--- config.mk ---
export PLATFORM = sky130hd
export DESIGN_NAME = io_timer
export DESIGN_NICKNAME = d
export VERILOG_FILES = /design/src/rtl/io_timer_pkg.sv /design/src/rtl/io_timer_prescaler.sv /design/src/rtl/io_timer.sv
export SDC_FILE = /design/constraint.sdc
export NUM_CORES = 1
export LEC_CHECK = 0
export ABC_AREA = 1
export CAP_MARGIN = 0
export CORE_MARGIN = 2
export CORE_UTILIZATION = 63
export CTS_CLUSTER_SIZE = 12
export DETAILED_ROUTE_END_ITERATION = 6
export MAX_ROUTING_LAYER = met4
export PLACE_DENSITY = 0.9
export RECOVER_POWER = 50
export SYNTH_ARGS = -nofsm -noshare
export SYNTH_HDL_FRONTEND = slang
export SYNTH_SLANG_ARGS = --single-unit
--- constraint.sdc ---
create_clock -name clk -period 21.7 [get_ports clk]
set_input_delay 4.34 -clock clk [delete_from_list [all_inputs] [get_ports clk]]
set_output_delay 4.34 -clock clk [all_outputs]
set_load 0.05 [all_outputs]
--- src/rtl/io_timer_pkg.sv ---
// Shared register map, CTRL/STATUS bit positions and reset constants for io_timer.
package io_timer_pkg;

  localparam logic [2:0] REG_TIME_LO = 3'd0;
  localparam logic [2:0] REG_TIME_HI = 3'd1;
  localparam logic [2:0] REG_CMP_LO  = 3'd2;
  localparam logic [2:0] REG_CMP_HI  = 3'd3;
  localparam logic [2:0] REG_CTRL    = 3'd4;
  localparam logic [2:0] REG_STATUS  = 3'd5;

  localparam int CTRL_EN     = 0;
  localparam int CTRL_IE     = 1;
  localparam int PRESC_LSB   = 8;
  localparam int PRESC_MSB   = 15;
  localparam int STATUS_PEND = 0;

  localparam logic [63:0] TIME_RST = 64'h0;
  localparam logic [63:0] CMP_RST  = 64'hFFFF_FFFF_FFFF_FFFF;

  // The window is 8 words, so only address bits [15:5] (word bits [13:3]) are compared.
  function automatic logic in_window(input logic [10:0] adr_hi, input logic [10:0] base_hi);
    return adr_hi == base_hi;
  endfunction

endpackage

--- src/rtl/io_timer_prescaler.sv ---
// 8-bit prescaler: one-cycle tick every presc+1 enabled cycles, cleared on CTRL writes.
module io_timer_prescaler (
  input  logic       clk,
  input  logic       rst,
  input  logic       en,
  input  logic [7:0] presc,
  input  logic       clr,
  output logic       tick
);

  logic [7:0] cnt_q;

  assign tick = en && (cnt_q == presc);

  // NOTE: sequential state is written with non-blocking assignments only, so every
  // flop samples pre-edge values regardless of block ordering.
  always_ff @(posedge clk or posedge rst) begin
    if (rst) begin
      cnt_q <= 8'd0;
    end else if (clr) begin
      cnt_q <= 8'd0;
    end else if (en) begin
      cnt_q <= tick ? 8'd0 : cnt_q + 8'd1;
    end
  end

endmodule

--- src/rtl/io_timer.sv ---
// 64-bit timer/compare slave on the daisy-chained dma_io bus with a level interrupt.
module io_timer
  import io_timer_pkg::*;
#(
  parameter logic [13:0] BASE_WADR = 14'h3000
) (
  input  logic        clk,
  input  logic        rst,
  input  logic        dma_io_we,
  input  logic [13:0] dma_io_wadr,
  input  logic [31:0] dma_io_wdata,
  input  logic [13:0] dma_io_radr,
  input  logic        dma_io_radr_en,
  input  logic [31:0] dma_io_rdata_in,
  output logic [31:0] dma_io_rdata,
  output logic        timer_irq
);

  logic [63:0] time_q;
  logic [63:0] cmp_q;
  logic [31:0] shadow_q;
  logic [31:0] rd_data_q;
  logic        rd_valid_q;
  logic        pend_q;
  logic        en_q;
  logic        ie_q;
  logic [7:0]  presc_q;

  logic        wr_hit;
  logic        rd_hit;
  logic [2:0]  woff;
  logic [2:0]  roff;
  logic        wr_ctrl;
  logic        tick;
  logic        match;
  logic [31:0] rd_mux;

  assign woff    = dma_io_wadr[2:0];
  assign roff    = dma_io_radr[2:0];
  assign wr_hit  = dma_io_we && in_window(dma_io_wadr[13:3], BASE_WADR[13:3]);
  assign rd_hit  = dma_io_radr_en && in_window(dma_io_radr[13:3], BASE_WADR[13:3]);
  assign wr_ctrl = wr_hit && (woff == REG_CTRL);
  assign match   = en_q && (time_q >= cmp_q);

  io_timer_prescaler u_prescaler (
    .clk   (clk),
    .rst   (rst),
    .en    (en_q),
    .presc (presc_q),
    .clr   (wr_ctrl),
    .tick  (tick)
  );

  // NOTE: every output of a combinational block gets a default first, so no
  // path through the case can leave it unassigned and infer a latch.
  always_comb begin
    rd_mux = 32'd0;
    case (roff)
      REG_TIME_LO: rd_mux = time_q[31:0];
      REG_TIME_HI: rd_mux = shadow_q;
      REG_CMP_LO:  rd_mux = cmp_q[31:0];
      REG_CMP_HI:  rd_mux = cmp_q[63:32];
      REG_CTRL:    rd_mux = {16'd0, presc_q, 6'd0, ie_q, en_q};
      REG_STATUS:  rd_mux = {31'd0, pend_q};
      default:     rd_mux = 32'd0;
    endcase
  end

  always_ff @(posedge clk or posedge rst) begin
    if (rst) begin
      time_q     <= TIME_RST;
      cmp_q      <= CMP_RST;
      shadow_q   <= 32'd0;
      rd_data_q  <= 32'd0;
      rd_valid_q <= 1'b0;
      pend_q     <= 1'b0;
      en_q       <= 1'b0;
      ie_q       <= 1'b0;
      presc_q    <= 8'd0;
    end else begin
      // A bus write to either half takes priority over the tick increment.
      if (wr_hit && woff == REG_TIME_LO) begin
        time_q[31:0] <= dma_io_wdata;
      end else if (wr_hit && woff == REG_TIME_HI) begin
        time_q[63:32] <= dma_io_wdata;
      end else if (tick) begin
        time_q <= time_q + 64'd1;
      end

      if (wr_hit && woff == REG_CMP_LO) cmp_q[31:0]  <= dma_io_wdata;
      if (wr_hit && woff == REG_CMP_HI) cmp_q[63:32] <= dma_io_wdata;

      if (wr_ctrl) begin
        en_q    <= dma_io_wdata[CTRL_EN];
        ie_q    <= dma_io_wdata[CTRL_IE];
        presc_q <= dma_io_wdata[PRESC_MSB:PRESC_LSB];
      end

      if (match) begin
        pend_q <= 1'b1;
      end else if (wr_hit && woff == REG_STATUS && dma_io_wdata[STATUS_PEND]) begin
        pend_q <= 1'b0;
      end

      rd_valid_q <= rd_hit;
      if (rd_hit) rd_data_q <= rd_mux;
      if (rd_hit && roff == REG_TIME_LO) shadow_q <= time_q[63:32];
    end
  end

  assign dma_io_rdata = rd_valid_q ? rd_data_q : dma_io_rdata_in;
  assign timer_irq    = pend_q & ie_q;

endmodule

### Word-level counts from Yosys, hierarchy flattened

Index checks and enable logic that the tools add are counted.

* add/subtract/negate cells: 2
* multipliers: 0
* div/mod/pow operators: 0
* order comparisons: 1
* eq/ne operators: 14
* shifts and indexed selects: 0
* mux-type cells: 11
* bitwise logic cells: 2
* reductions and logical operators: 20

Operators by type and width (number)
* $pmux W32 S6: 1
* $mux W32: 4
* $add A64 B1 Y64 const B: 1
* $ge A64 B64 Y1: 1
* $mux W64: 1
* $mux W8: 3
* $eq A11 B11 Y1 const B: 2
* $eq A3 B2 Y1 const B: 4
* $eq A3 B3 Y1 const B: 4
* $logic_and A1 B1 Y1: 12
* $add A8 B1 Y8 const B: 1
* $eq A8 B8 Y1: 1
* $reduce_bool A2 Y1: 4
* $eq A3 B1 Y1 const B: 2
* $logic_not A3 Y1: 2
* $reduce_and A2 Y1: 2
* $mux W1: 2
* $ne A2 B2 Y1 const B: 1
* $and A1 B1 Y1: 1
* $not A1 Y1: 1

* register bits after elaboration: 212
* latch bits: 0
* memory bits (writable): 0
* ROM bits: 0
* bits of input ports: 96
* output and inout bits: 33
* word-level logic and storage cells: 62
* memories kept: 0

### Logic depth before layout (Yosys ltp)

Gate-level depths: netlist of the first run.

* depth in word-level cells: 6
* mapped depth: 14
* mapped depth without buffers: 14

### Cells and area by module

From an unflattened synthesis of the first run, not the netlist that was laid out.

* cells, all modules: 1924
* area total of the unflattened synthesis: 13932.1 µm²

By module, submodules not included
* io_timer: times used 1, cells an instance 1811, area each 13212.7 µm², seq. area each 5185.0 µm²
* io_timer_prescaler: times used 1, cells an instance 113, area each 719.4 µm², seq. area each 200.2 µm²

### Least setup slack after synthesis of the first run

OpenSTA, ideal clock, no wires.

* path type: in2out
* from: in dma_io_rdata_in[0]
* to: out dma_io_rdata[0]
* data arrival time: 4711 ps
* data required time: 17360 ps
* path slack: 12649 ps
* cell stages on the path: 1
* buffers on the path: 0
* cell sequence: mux2_2

* longest elaborated chain between the ends: 1

RTL lines
* start: declaration: line io_timer.sv:14 `input logic [31:0] dma_io_rdata_in,`
* $mux W32: line io_timer.sv:111 `assign dma_io_rdata = rd_valid_q ? rd_data_q : dma_io_rdata_in;`
* end: declaration: line io_timer.sv:15 `output logic [31:0] dma_io_rdata,`

No other way between the ends.

==> run_results.csv, run 1 <==
group,metric,value,unit
drt,drt-pass1-iter-count,6,
drt,met2WireLength,23900,um
cells_and_area,regArea,5390,sq um
worst_setup_path,crit_type,"input pin to async pin",
clock_tree,ctsHoldBuffers,0,
placement,port_buffers,128,
drt,dr_wl_met3,6970,um
outcome,violations,"capacitance limit, slew limit",
drt,num_vias,14800,
worst_setup_path,crit_path_end_kind,"async pin",
worst_setup_path,cp_num_cells,3,
global_route,overflow,0,
drt,wl_met1,19800,um
yosys,yosys_register_bits,212,
placement,gp_congestion,1.08,
timing,grt_setup_unrepaired,"no",
timing,fin_ws,11360,ps
cells_and_area,final_common_cell,"nand2_1",
clock_tree,clk_pin_slew,60,ps
outcome,status,"finished with violations",
yosys,synth_flop_cell,"dfrtp_1",
worst_setup_path,r2r_end,"time_q[46]$_DFFE_PP0P_",
worst_setup_path,ff2ff_setup_slack,19210,ps
floorplanning,die_w,152,um
yosys,synth_warnings,0,
worst_setup_path,cp.arrival,10160,ps
clock_tree,cts_tree,"yes",
worst_setup_path,crit_path_max_incr_delay,2650,ps
timing,fin_crit,10340,ps
cells_and_area,drive_above_1_share,8.92,%
run,max_cap_violations,5,
yosys,avgSynthCellArea,7.28,sq um
yosys,synth_edf_count,0,
worst_setup_path,worstPathCellList,"dlygate4sd3_1 -> clkinvlp_2 -> clkbuf_1",
power_and_ir_drop,power_density,77.8,nW/um^2
floorplanning,dieArea,23200,sq um
placement,dp_hpwl,37600,um
timing,worst_pin_slew,4440,ps
yosys,synth_area,13800,sq um
yosys,async_flop_share,100,%
cells_and_area,nNetsFinal,2161,
floorplanning,pin_count,129,
power_and_ir_drop,ir_drop,0.0000697,V
drt,avgViaCountPerCell,6.44,
global_route,grt_max_degree,103,
timing,relSlewSlack,-197,%
hold_path,hp-class,"flop to flop",
cells_and_area,n_fill_cell,1524,
drt,wl_per_cell,23.4,um
clock_tree,h-tree-depth,1,
global_route,track_usage,47.3,%
cells_and_area,layout_common_cells,"552 x nand2_1, 237 x inv_1, 182 x o21ai_0",
power_and_ir_drop,p_leak,0.00693,uW
timing,fin_crit_sh,47.6,%
timing,drv_slew,347,
drt,highest_layer,"met4",
worst_setup_path,cp_slowest_cell,"clkbuf_1",
yosys,synth_nets,2063,
worst_setup_path,cp_top_family,"buffers and inverters",
worst_setup_path,r2r-start,"time_q[0]$_DFFE_PP0P_",
timing,hold_viol,0,
drt,drt_drc_violations_left,0,
yosys,synthCells,1901,
worst_setup_path,cp_max_fo,102,
worst_setup_path,worstPathRequired,21530,ps
clock_tree,clock_path_buffers,3,
clock_tree,clk_latency,540,ps
placement,post-place-ws,11570,ps
worst_setup_path,setup.worst_path.start,"rst",
hold_path,min_path_cells,2,
worst_setup_path,path_buf_inv,3,
clock_tree,cts_buffers,24,
floorplanning,die_y,152,um
cells_and_area,multi_input_area,7250,sq um
timing,setup_tns,0,ps
worst_setup_path,crit_path_end,"time_q[18]$_DFFE_PP0P_",
yosys,ys_types,46,
clock_tree,cts_num_sinks,212,
clock_tree,ctsResizeCount,0,
timing,finalSetupViolCount,0,
floorplanning,coreArea,21700,sq um
clock_tree,post_cts_buffers,0,
drt,final_antenna_net_count,0,
global_route,grt_pass1_wl,82600,um
timing,fmax,96.8,MHz
floorplanning,row_count,54,
global_route,grt_pass1_vias,14500,
timing,finalClockSkew,19.9,ps
worst_setup_path,reg2regPathDepth,10,
drt,first_iter_violations,1949,
clock_tree,clk_root_buffer_cell,"clkbuf_16",
yosys,ys_seq_area_share,38.9,%
floorplanning,start_util,63.8,%
cells_and_area,final_util,74.1,%
drt,wl,53800,um
global_route,antenna_found_initial,1,
cells_and_area,syn_to_final_growth,16.1,%
worst_setup_path,cp-start-kind,"input pin",
-- worst min-delay path by stage --
stage                                    startpoint                         to  slack, ps
after floorplan            rd_data_q[0]$_DFFE_PP0P_   rd_data_q[0]$_DFFE_PP0P_        450
after global placement    rd_data_q[28]$_DFFE_PP0P_  rd_data_q[28]$_DFFE_PP0P_        460
after detailed placement    shadow_q[0]$_DFFE_PP0P_    shadow_q[0]$_DFFE_PP0P_        470
after CTS                   shadow_q[0]$_DFFE_PP0P_    shadow_q[0]$_DFFE_PP0P_        490
after global routing        shadow_q[0]$_DFFE_PP0P_    shadow_q[0]$_DFFE_PP0P_        500
final                         cmp_q[36]$_DFFE_PP1P_      cmp_q[36]$_DFFE_PP1P_        490
-- worst reg2reg max path, cell delays in order (launching register included) --
cell and delay (ps):
dfrtp_1 470, ha_1 340, nand3_2 170, nor2_2 230, nand3_1 130, nor2_2 320
nand2_1 290, o21ai_1 200, nand3_1 80, nand2_1 90, nand2_1 60
-- synthesized netlist by cell type, types with 3 or more instances --
cell | instances | area (sq um)
nand2_1 | 554 | 2080
inv_1 | 237 | 890
o21ai_0 | 182 | 911
nor2_1 | 149 | 559
dfrtp_1 | 148 | 3700
nand3_1 | 138 | 691
ha_1 | 66 | 826
dfstp_2 | 64 | 1680
clkbuf_1 | 37 | 139
nor3_1 | 36 | 180
o22ai_1 | 33 | 206
mux2_2 | 32 | 360
nand4_1 | 30 | 188
a21oi_1 | 29 | 145
xor2_1 | 29 | 254
a221oi_1 | 22 | 193
o21ai_1 | 17 | 85.1
buf_2 | 14 | 70.1
nand2_2 | 8 | 50.1
nor2_2 | 8 | 50.1
o221ai_1 | 8 | 70.1
buf_1 | 7 | 26.3
nor2_4 | 6 | 67.6
a211oi_1 | 5 | 37.5
buf_4 | 5 | 37.5
inv_2 | 5 | 18.8
buf_6 | 3 | 33.8
nand3_4 | 3 | 52.6
nor4_1 | 3 | 18.8
xnor2_1 | 3 | 26.3
-- cells by family after synthesis --
logic type | share of synthesized area, %
buffers and inverters | 8.78
AOI/OAI and AO/OA | 12.5
DFF | 38.9
and+or+nand+nor | 29.3
xor gates and xnor gates | 2.03
muxes | 2.60
adders and majority gates | 5.97
-- power breakdown --
group | internal (uW) | switching, uW
sequential | 419 | 40.2
combinational | 109 | 246
clock | 261 | 175
total | 789 | 462
-- state kept, by name (all words and copies together), names as in the netlist --
register and cells:
cmp_q 64, en_q 1, ie_q 1, pend_q 1
presc_q 8, rd_data_q 32, rd_valid_q 1, shadow_q 32
time_q 64, u_prescaler.cnt_q 8
-- metrics by stage --
step                      instance area, sq um  std cells  power, uW  hold slack (ps)
after CTS                                16100       2297       1230              489
after detailed placement                 15300       2253        799              474
after global placement                   15300       2253        785              464
after global routing                     16100       2298       1290              503
after floorplan                          13800       1901        686              448
final                                    16100       2298       1250              491
-- area by class of cell --
class | count | share of cell area (%)
diodes | 1 | 0.0156
clock buffers | 37 | 4.42
clock inverters | 7 | 0.709
inverters | 242 | 5.66
multi-input cells | 1381 | 45.1
flip-flops and latches | 212 | 33.5
well taps | 280 | 2.18
repair buffers | 138 | 8.35
-- metal layers --
metal / track usage [%] / vias up
li1: - / 6423
met1: 59.2 / 6925
met2: 71.9 / 1170
met3: 12.3 / 285
met4: 22.9 / 0
met5: - / -
No activity file was read; power rests on OpenSTA's default activity.
==> run 2: changes to the inputs <==
--- a/config.mk
+++ b/config.mk
@@ -8,11 +8,11 @@
 export ABC_AREA = 1
 export CAP_MARGIN = 0
 export CORE_MARGIN = 2
-export CORE_UTILIZATION = 63
+export CORE_UTILIZATION = 53
 export CTS_CLUSTER_SIZE = 12
 export DETAILED_ROUTE_END_ITERATION = 6
 export MAX_ROUTING_LAYER = met4
-export PLACE_DENSITY = 0.9
+export PLACE_DENSITY = 0.81
 export RECOVER_POWER = 50
 export SYNTH_ARGS = -nofsm -noshare
 export SYNTH_HDL_FRONTEND = slang
==> constraint.sdc (replaced) <==
create_clock -name clk -period 9 [get_ports clk]
set_input_delay 1.8 -clock clk [delete_from_list [all_inputs] [get_ports clk]]
set_output_delay 1.8 -clock clk [all_outputs]
set_load 0.05 [all_outputs]
==> run 2 against run 1 <==
Against the previous run:
- the flow still finishes with violations (capacitance limit, slew limit)
- design area rose by 0.37%
- via count fell by 7.3%
- global-route usage fell by 11 points
- total power rose by 140%
- die area rose by 18%
- clock skew rose by 7.2 ps
- core utilization fell by 12 points
- sequential share of layout area fell by 0.12 points
- sequential cell count did not move
- critical path depth did not move
- worst setup slack got worse by 7400 ps
- routed wire length fell by 10%
- critical endpoint is now dma_io_rdata[23]
==> run_results.csv, run 2 (synthesis gave the netlist of run 1 again) <==
group,metric,value,unit
worst_setup_path,ff2ff_setup_slack,6420,ps
cells_and_area,final_util,62.4,%
outcome,status,"finished with violations",
clock_tree,clk_latency,540,ps
drt,avgViaCountPerCell,5.83,
cells_and_area,reg_top3,"cmp_q: 64 flops, time_q: 64 flops",
floorplanning,die_y,166,um
clock_tree,post_cts_buffers,0,
drt,drt-pass1-iter-count,6,
clock_tree,clk_pin_slew,60,ps
worst_setup_path,crit_type,"input pin to output pin",
worst_setup_path,cp-start-kind,"input pin",
timing,fin_crit,5030,ps
power_and_ir_drop,p_sw,1090,uW
timing,grt_setup_unrepaired,"no",
floorplanning,start_util,53.6,%
drt,first_iter_violations,1520,
timing,relSlewSlack,-90.1,%
global_route,overflow,0,
power_and_ir_drop,pwr-share-clk,34.1,%
cells_and_area,syn_to_final_growth,16.5,%
cells_and_area,final_area,16100,sq um
timing,finalClockSkew,27.1,ps
power_and_ir_drop,p_seq_share,37.4,%
global_route,track_usage,36.7,%
floorplanning,die_w,166,um
global_route,antenna_found_initial,3,
timing,finalSetupViolCount,0,
global_route,grt_pass1_wl,74000,um
clock_tree,cts_buffers,25,
timing,timing.hold.ws,486,ps
cells_and_area,drive_above_1_share,9.02,%
timing,fmax,199,MHz
placement,gp_congestion,1.08,
run,max_cap_violations,2,
power_and_ir_drop,internal_power,1870,uW
placement,port_buffers,128,
floorplanning,dieArea,27400,sq um
timing,setup_tns,0,ps
drt,num_vias,13700,
clock_tree,clock_path_buffers,3,
global_route,grt_pass1_vias,13000,
power_and_ir_drop,p_sw_share,36.8,%
timing,hold_viol,0,
clock_tree,cts_num_sinks,212,
floorplanning,pin_count,129,
worst_setup_path,cp_max_fo,1,
timing,fin_ws,3970,ps
timing,worst_pin_slew,2850,ps
global_route,grt_max_degree,128,
clock_tree,ctsResizeCount,0,
worst_setup_path,worstPathRequired,7200,ps
drt,drt_drc_violations_left,0,
power_and_ir_drop,combPwrFrac,28.5,%
clock_tree,h-tree-depth,1,
drt,wl_per_cell,20.5,um
cells_and_area,n_fill_cell,2307,
floorplanning,row_count,59,
hold_path,hp-class,"flop to flop",
clock_tree,ctsHoldBuffers,0,
power_and_ir_drop,p_leak,0.00693,uW
cells_and_area,layout_common_cells,"552 x nand2_1, 237 x inv_1, 182 x o21ai_0",
power_and_ir_drop,ir_drop,0.000206,V
floorplanning,coreArea,25800,sq um
worst_setup_path,cp.arrival,3230,ps
worst_setup_path,crit_path_end_kind,"output pin",
placement,place_area,15300,sq um
power_and_ir_drop,power_density,184,nW/um^2
placement,dp_hpwl,36000,um
drt,final_antenna_net_count,0,
drt,wl,48300,um
cells_and_area,final_common_cell,"nand2_1",
cells_and_area,nNetsFinal,2161,
timing,drv_slew,130,
clock_tree,clk_root_buffer_cell,"clkbuf_16",
timing,fin_crit_sh,55.9,%
placement,post-place-ws,3760,ps
clock_tree,cts_tree,"yes",
outcome,violations,"capacitance limit, slew limit",
run 2: cell types whose count changed in the layout (fill, tap and decap cells not counted), sizes merged:
cell and change:
buf +1, bufinv -2, clkbuf +1, clkdlybuf4s50 -1, clkinv -1, dlygate4sd3 +1, inv +1
run 2: final timing paths:
| kind | from | endpoint | cells after the start |
|---|---|---|---|
| setup / recovery | dma_io_rdata_in[23] | dma_io_rdata[23] | 3 |
| hold / removal | shadow_q[31]$_DFFE_PP0P_ | shadow_q[31]$_DFFE_PP0P_ | 2 |
| setup reg to reg | cmp_q[15]$_DFFE_PP1P_ | pend_q$_DFFE_PP0P_ | 14 |
| hold reg to reg | shadow_q[31]$_DFFE_PP0P_ | shadow_q[31]$_DFFE_PP0P_ | 2 |
| max in group asynchronous | rst | presc_q[4]$_DFFE_PP0P_ | 3 |
| min in group asynchronous | rst | time_q[4]$_DFFE_PP0P_ | 2 |
run 2: final cells by class:
cell class / count / area (sq um) / share of cell area [%]
antenna: 1 / 2.50 / 0.0155
clock buffer: 40 / 752 / 4.66
timing repair buffer: 137 / 1340 / 8.32
multi-input combinational: 1381 / 7250 / 45.0
clock inverter: 5 / 56.3 / 0.349
inverter: 242 / 916 / 5.68
tap: 335 / 419 / 2.60
sequential: 212 / 5390 / 33.4
run 2: power groups by stage:
stage	registers [uW]	logic (uW)	clock network (uW)
2_1_floorplan	1090	568	0
3_3_place_gp	1120	796	0
3_5_place_dp	1120	815	0
4_1_cts	1100	821	1010
5_1_grt	1110	922	1050
6_report	1110	842	1010
run 2: worst max-delay path: stages:
cell and delay (ps):
clkdlybuf4s50_1 480, mux2_2 150, clkdlybuf4s50_1 800
run 2: metrics by stage:
step           std cells  total power (uW)
6_report            2353              2960
3_5_place_dp        2307              1930
4_1_cts             2352              2940
5_1_grt             2353              3090
3_3_place_gp        2307              1910
2_1_floorplan       1901              1650
run 2: layer usage:
layer | routed length [um] | vias up | track usage, %
li1 | - | 6417 | -
met1 | 20500 | 6490 | 50.0
met2 | 21600 | 718 | 57.6
met3 | 4910 | 94 | 5.42
met4 | 1320 | 0 | 9.87
met5 | 0 | - | -
==> run 3: changes to the inputs <==
--- a/config.mk
+++ b/config.mk
@@ -8,11 +8,11 @@
 export ABC_AREA = 1
 export CAP_MARGIN = 0
 export CORE_MARGIN = 2
-export CORE_UTILIZATION = 53
+export CORE_UTILIZATION = 59
 export CTS_CLUSTER_SIZE = 12
 export DETAILED_ROUTE_END_ITERATION = 6
 export MAX_ROUTING_LAYER = met4
-export PLACE_DENSITY = 0.81
+export PLACE_DENSITY = 0.86
 export RECOVER_POWER = 50
 export SYNTH_ARGS = -nofsm -noshare
 export SYNTH_HDL_FRONTEND = slang
==> constraint.sdc (replaced) <==
create_clock -name clk -period 4.9 [get_ports clk]
set_input_delay 0.98 -clock clk [delete_from_list [all_inputs] [get_ports clk]]
set_output_delay 0.98 -clock clk [all_outputs]
set_load 0.05 [all_outputs]
==> run 3 against run 2 <==
Against the previous run:
- register-to-register slack worse by 4100 ps
- largest cell class unchanged
- sequential power up 84%
- the run ends with DRC, capacitance limit, slew limit left
- non-clock buffer count up 7
==> run_results.csv, run 3 (synthesis gave the netlist of run 1 again) <==
group,metric,value,unit
floorplanning,dieArea,24700,sq um
clock_tree,cts_buffers,25,
global_route,grt_max_degree,112,
floorplanning,start_util,59.5,%
drt,first_iter_violations,1758,
drt,wl,50000,um
worst_setup_path,cp.arrival,4280,ps
worst_setup_path,crit_path_end_kind,"flop",
timing,finalClockSkew,13.9,ps
placement,port_buffers,128,
global_route,antenna_found_initial,0,
hold_path,hp-class,"flop to flop",
timing,fmax,255,MHz
global_route,grt_pass1_wl,76200,um
timing,fin_crit,3920,ps
timing,grt_setup_unrepaired,"no",
worst_setup_path,cp_slowest_cell,"clkbuf_1",
cells_and_area,drive_above_1_share,9.58,%
cells_and_area,final_common_cell,"nand2_1",
floorplanning,die_w,157,um
placement,dp_hpwl,37100,um
drt,final_antenna_net_count,0,
outcome,violations,"DRC, capacitance limit, slew limit",
global_route,track_usage,41.7,%
cells_and_area,syn_to_final_growth,17.0,%
cells_and_area,diodes,0,
timing,drv_slew,279,
clock_tree,clock_path_buffers,3,
power_and_ir_drop,p_leak,0.00700,uW
floorplanning,pin_count,129,
clock_tree,post_cts_buffers,0,
worst_setup_path,worstPathCellList,"dlygate4sd3_1 -> nor2_1 -> nand2_1 -> nor2_1 -> nand2_1 -> inv_1 -> nand4_2 -> clkbuf_1 -> o21ai_0",
floorplanning,row_count,56,
global_route,overflow,0,
clock_tree,clk_pin_slew,60,ps
power_and_ir_drop,power_density,342,nW/um^2
worst_setup_path,cp_max_fo,64,
timing,finalSetupViolCount,0,
clock_tree,clk_root_buffer_cell,"clkbuf_16",
worst_setup_path,crit_path_max_incr_delay,1960,ps
clock_tree,clk_latency,550,ps
worst_setup_path,worstPathRequired,5260,ps
clock_tree,cts_tree,"yes",
cells_and_area,final_util,69.6,%
timing,relSlewSlack,-94.3,%
clock_tree,h-tree-depth,1,
timing,setup_tns,0,ps
clock_tree,ctsResizeCount,0,
timing,fin_ws,977,ps
floorplanning,coreArea,23300,sq um
timing,worst_pin_slew,2910,ps
timing,fin_crit_sh,80.1,%
global_route,grt_pass1_vias,13500,
drt,drt-pass1-iter-count,7,
run,max_cap_violations,3,
cells_and_area,final_area,16200,sq um
outcome,status,"finished with violations",
cells_and_area,nNetsFinal,2168,
drt,avgViaCountPerCell,6.06,
worst_setup_path,cp-start-kind,"input pin",
placement,post-place-ws,1240,ps
drt,num_vias,14200,
drt,wl_per_cell,21.4,um
timing,hold_viol,0,
clock_tree,cts_num_sinks,212,
worst_setup_path,crit_type,"input pin to flop",
placement,place_area,15400,sq um
cells_and_area,layout_common_cells,"553 x nand2_1, 237 x inv_1, 182 x o21ai_0",
cells_and_area,reg_top3,"cmp_q: 64 flops, time_q: 64 flops",
floorplanning,die_y,157,um
drt,drt_drc_violations_left,1,
placement,gp_congestion,1.10,
clock_tree,ctsHoldBuffers,0,
power_and_ir_drop,ir_drop,0.000365,V
-- run 3: changes by cell type in the layout (fill, tap and decap cells not counted), sizes merged --
cell and change:
clkbuf -4, clkdlybuf4s50 +1, bufinv +1, buf +6, dlygate4sd3 -1, diode -1
clkinv +5
-- run 3: routing by layer --
metal | track usage, % | part of all wire [%]
met1 | 55.3 | 40
met2 | 63.4 | 44
met3 | 8.95 | 12
met4 | 15.2 | 4.2
met5 | - | 0
-- run 3: worst paths after layout --
kind                                           start                        end  slack, ps  cells after the start
setup / recovery                      dma_io_wadr[8]      cmp_q[18]$_DFFE_PP1P_        980                      9
hold / removal             rd_data_q[28]$_DFFE_PP0P_  rd_data_q[28]$_DFFE_PP0P_        480                      2
setup reg to reg              time_q[10]$_DFFE_PP0P_     time_q[59]$_DFFE_PP0P_       2320                     11
hold reg to reg            rd_data_q[28]$_DFFE_PP0P_  rd_data_q[28]$_DFFE_PP0P_        480                      2
max in group asynchronous                        rst  rd_data_q[16]$_DFFE_PP0P_       1120                      3
min in group asynchronous                        rst      time_q[4]$_DFFE_PP0P_       1900                      3
-- run 3: power by group --
| part | switching, uW | leakage, uW | internal (uW) |
|---|---|---|---|
| Sequential | 179 | 0.00269 | 1860 |
| Clock | 799 | 0.000426 | 1150 |
| Combinational | 1070 | 0.00389 | 483 |
| Total | 2050 | 0.00700 | 3490 |
-- run 3: final cells by class --
class / instances / area, sq um
clock inverter: 11 / 113
tap: 319 / 399
timing repair buffer: 144 / 1410
sequential: 212 / 5390
clock buffer: 35 / 733
inverter: 242 / 910
multi-input combinational: 1381 / 7250
fill: 1930 / 7060
-- run 3: critical path, delay by kind of cell --
| family | cells | cell delay (ps) |
|---|---|---|
| compound gates | 1 | 320 |
| buf+inv | 3 | 2630 |
| simple gates | 5 | 310 |
-- run 3: through the flow --
step / hold slack (ps) / power (uW) / instances
5_1_grt: 505 / 5740 / 2344
2_1_floorplan: 448 / 3040 / 1901
3_3_place_gp: 462 / 3510 / 2298
6_report: 483 / 5530 / 2344
4_1_cts: 486 / 5470 / 2344
3_5_place_dp: 471 / 3550 / 2298
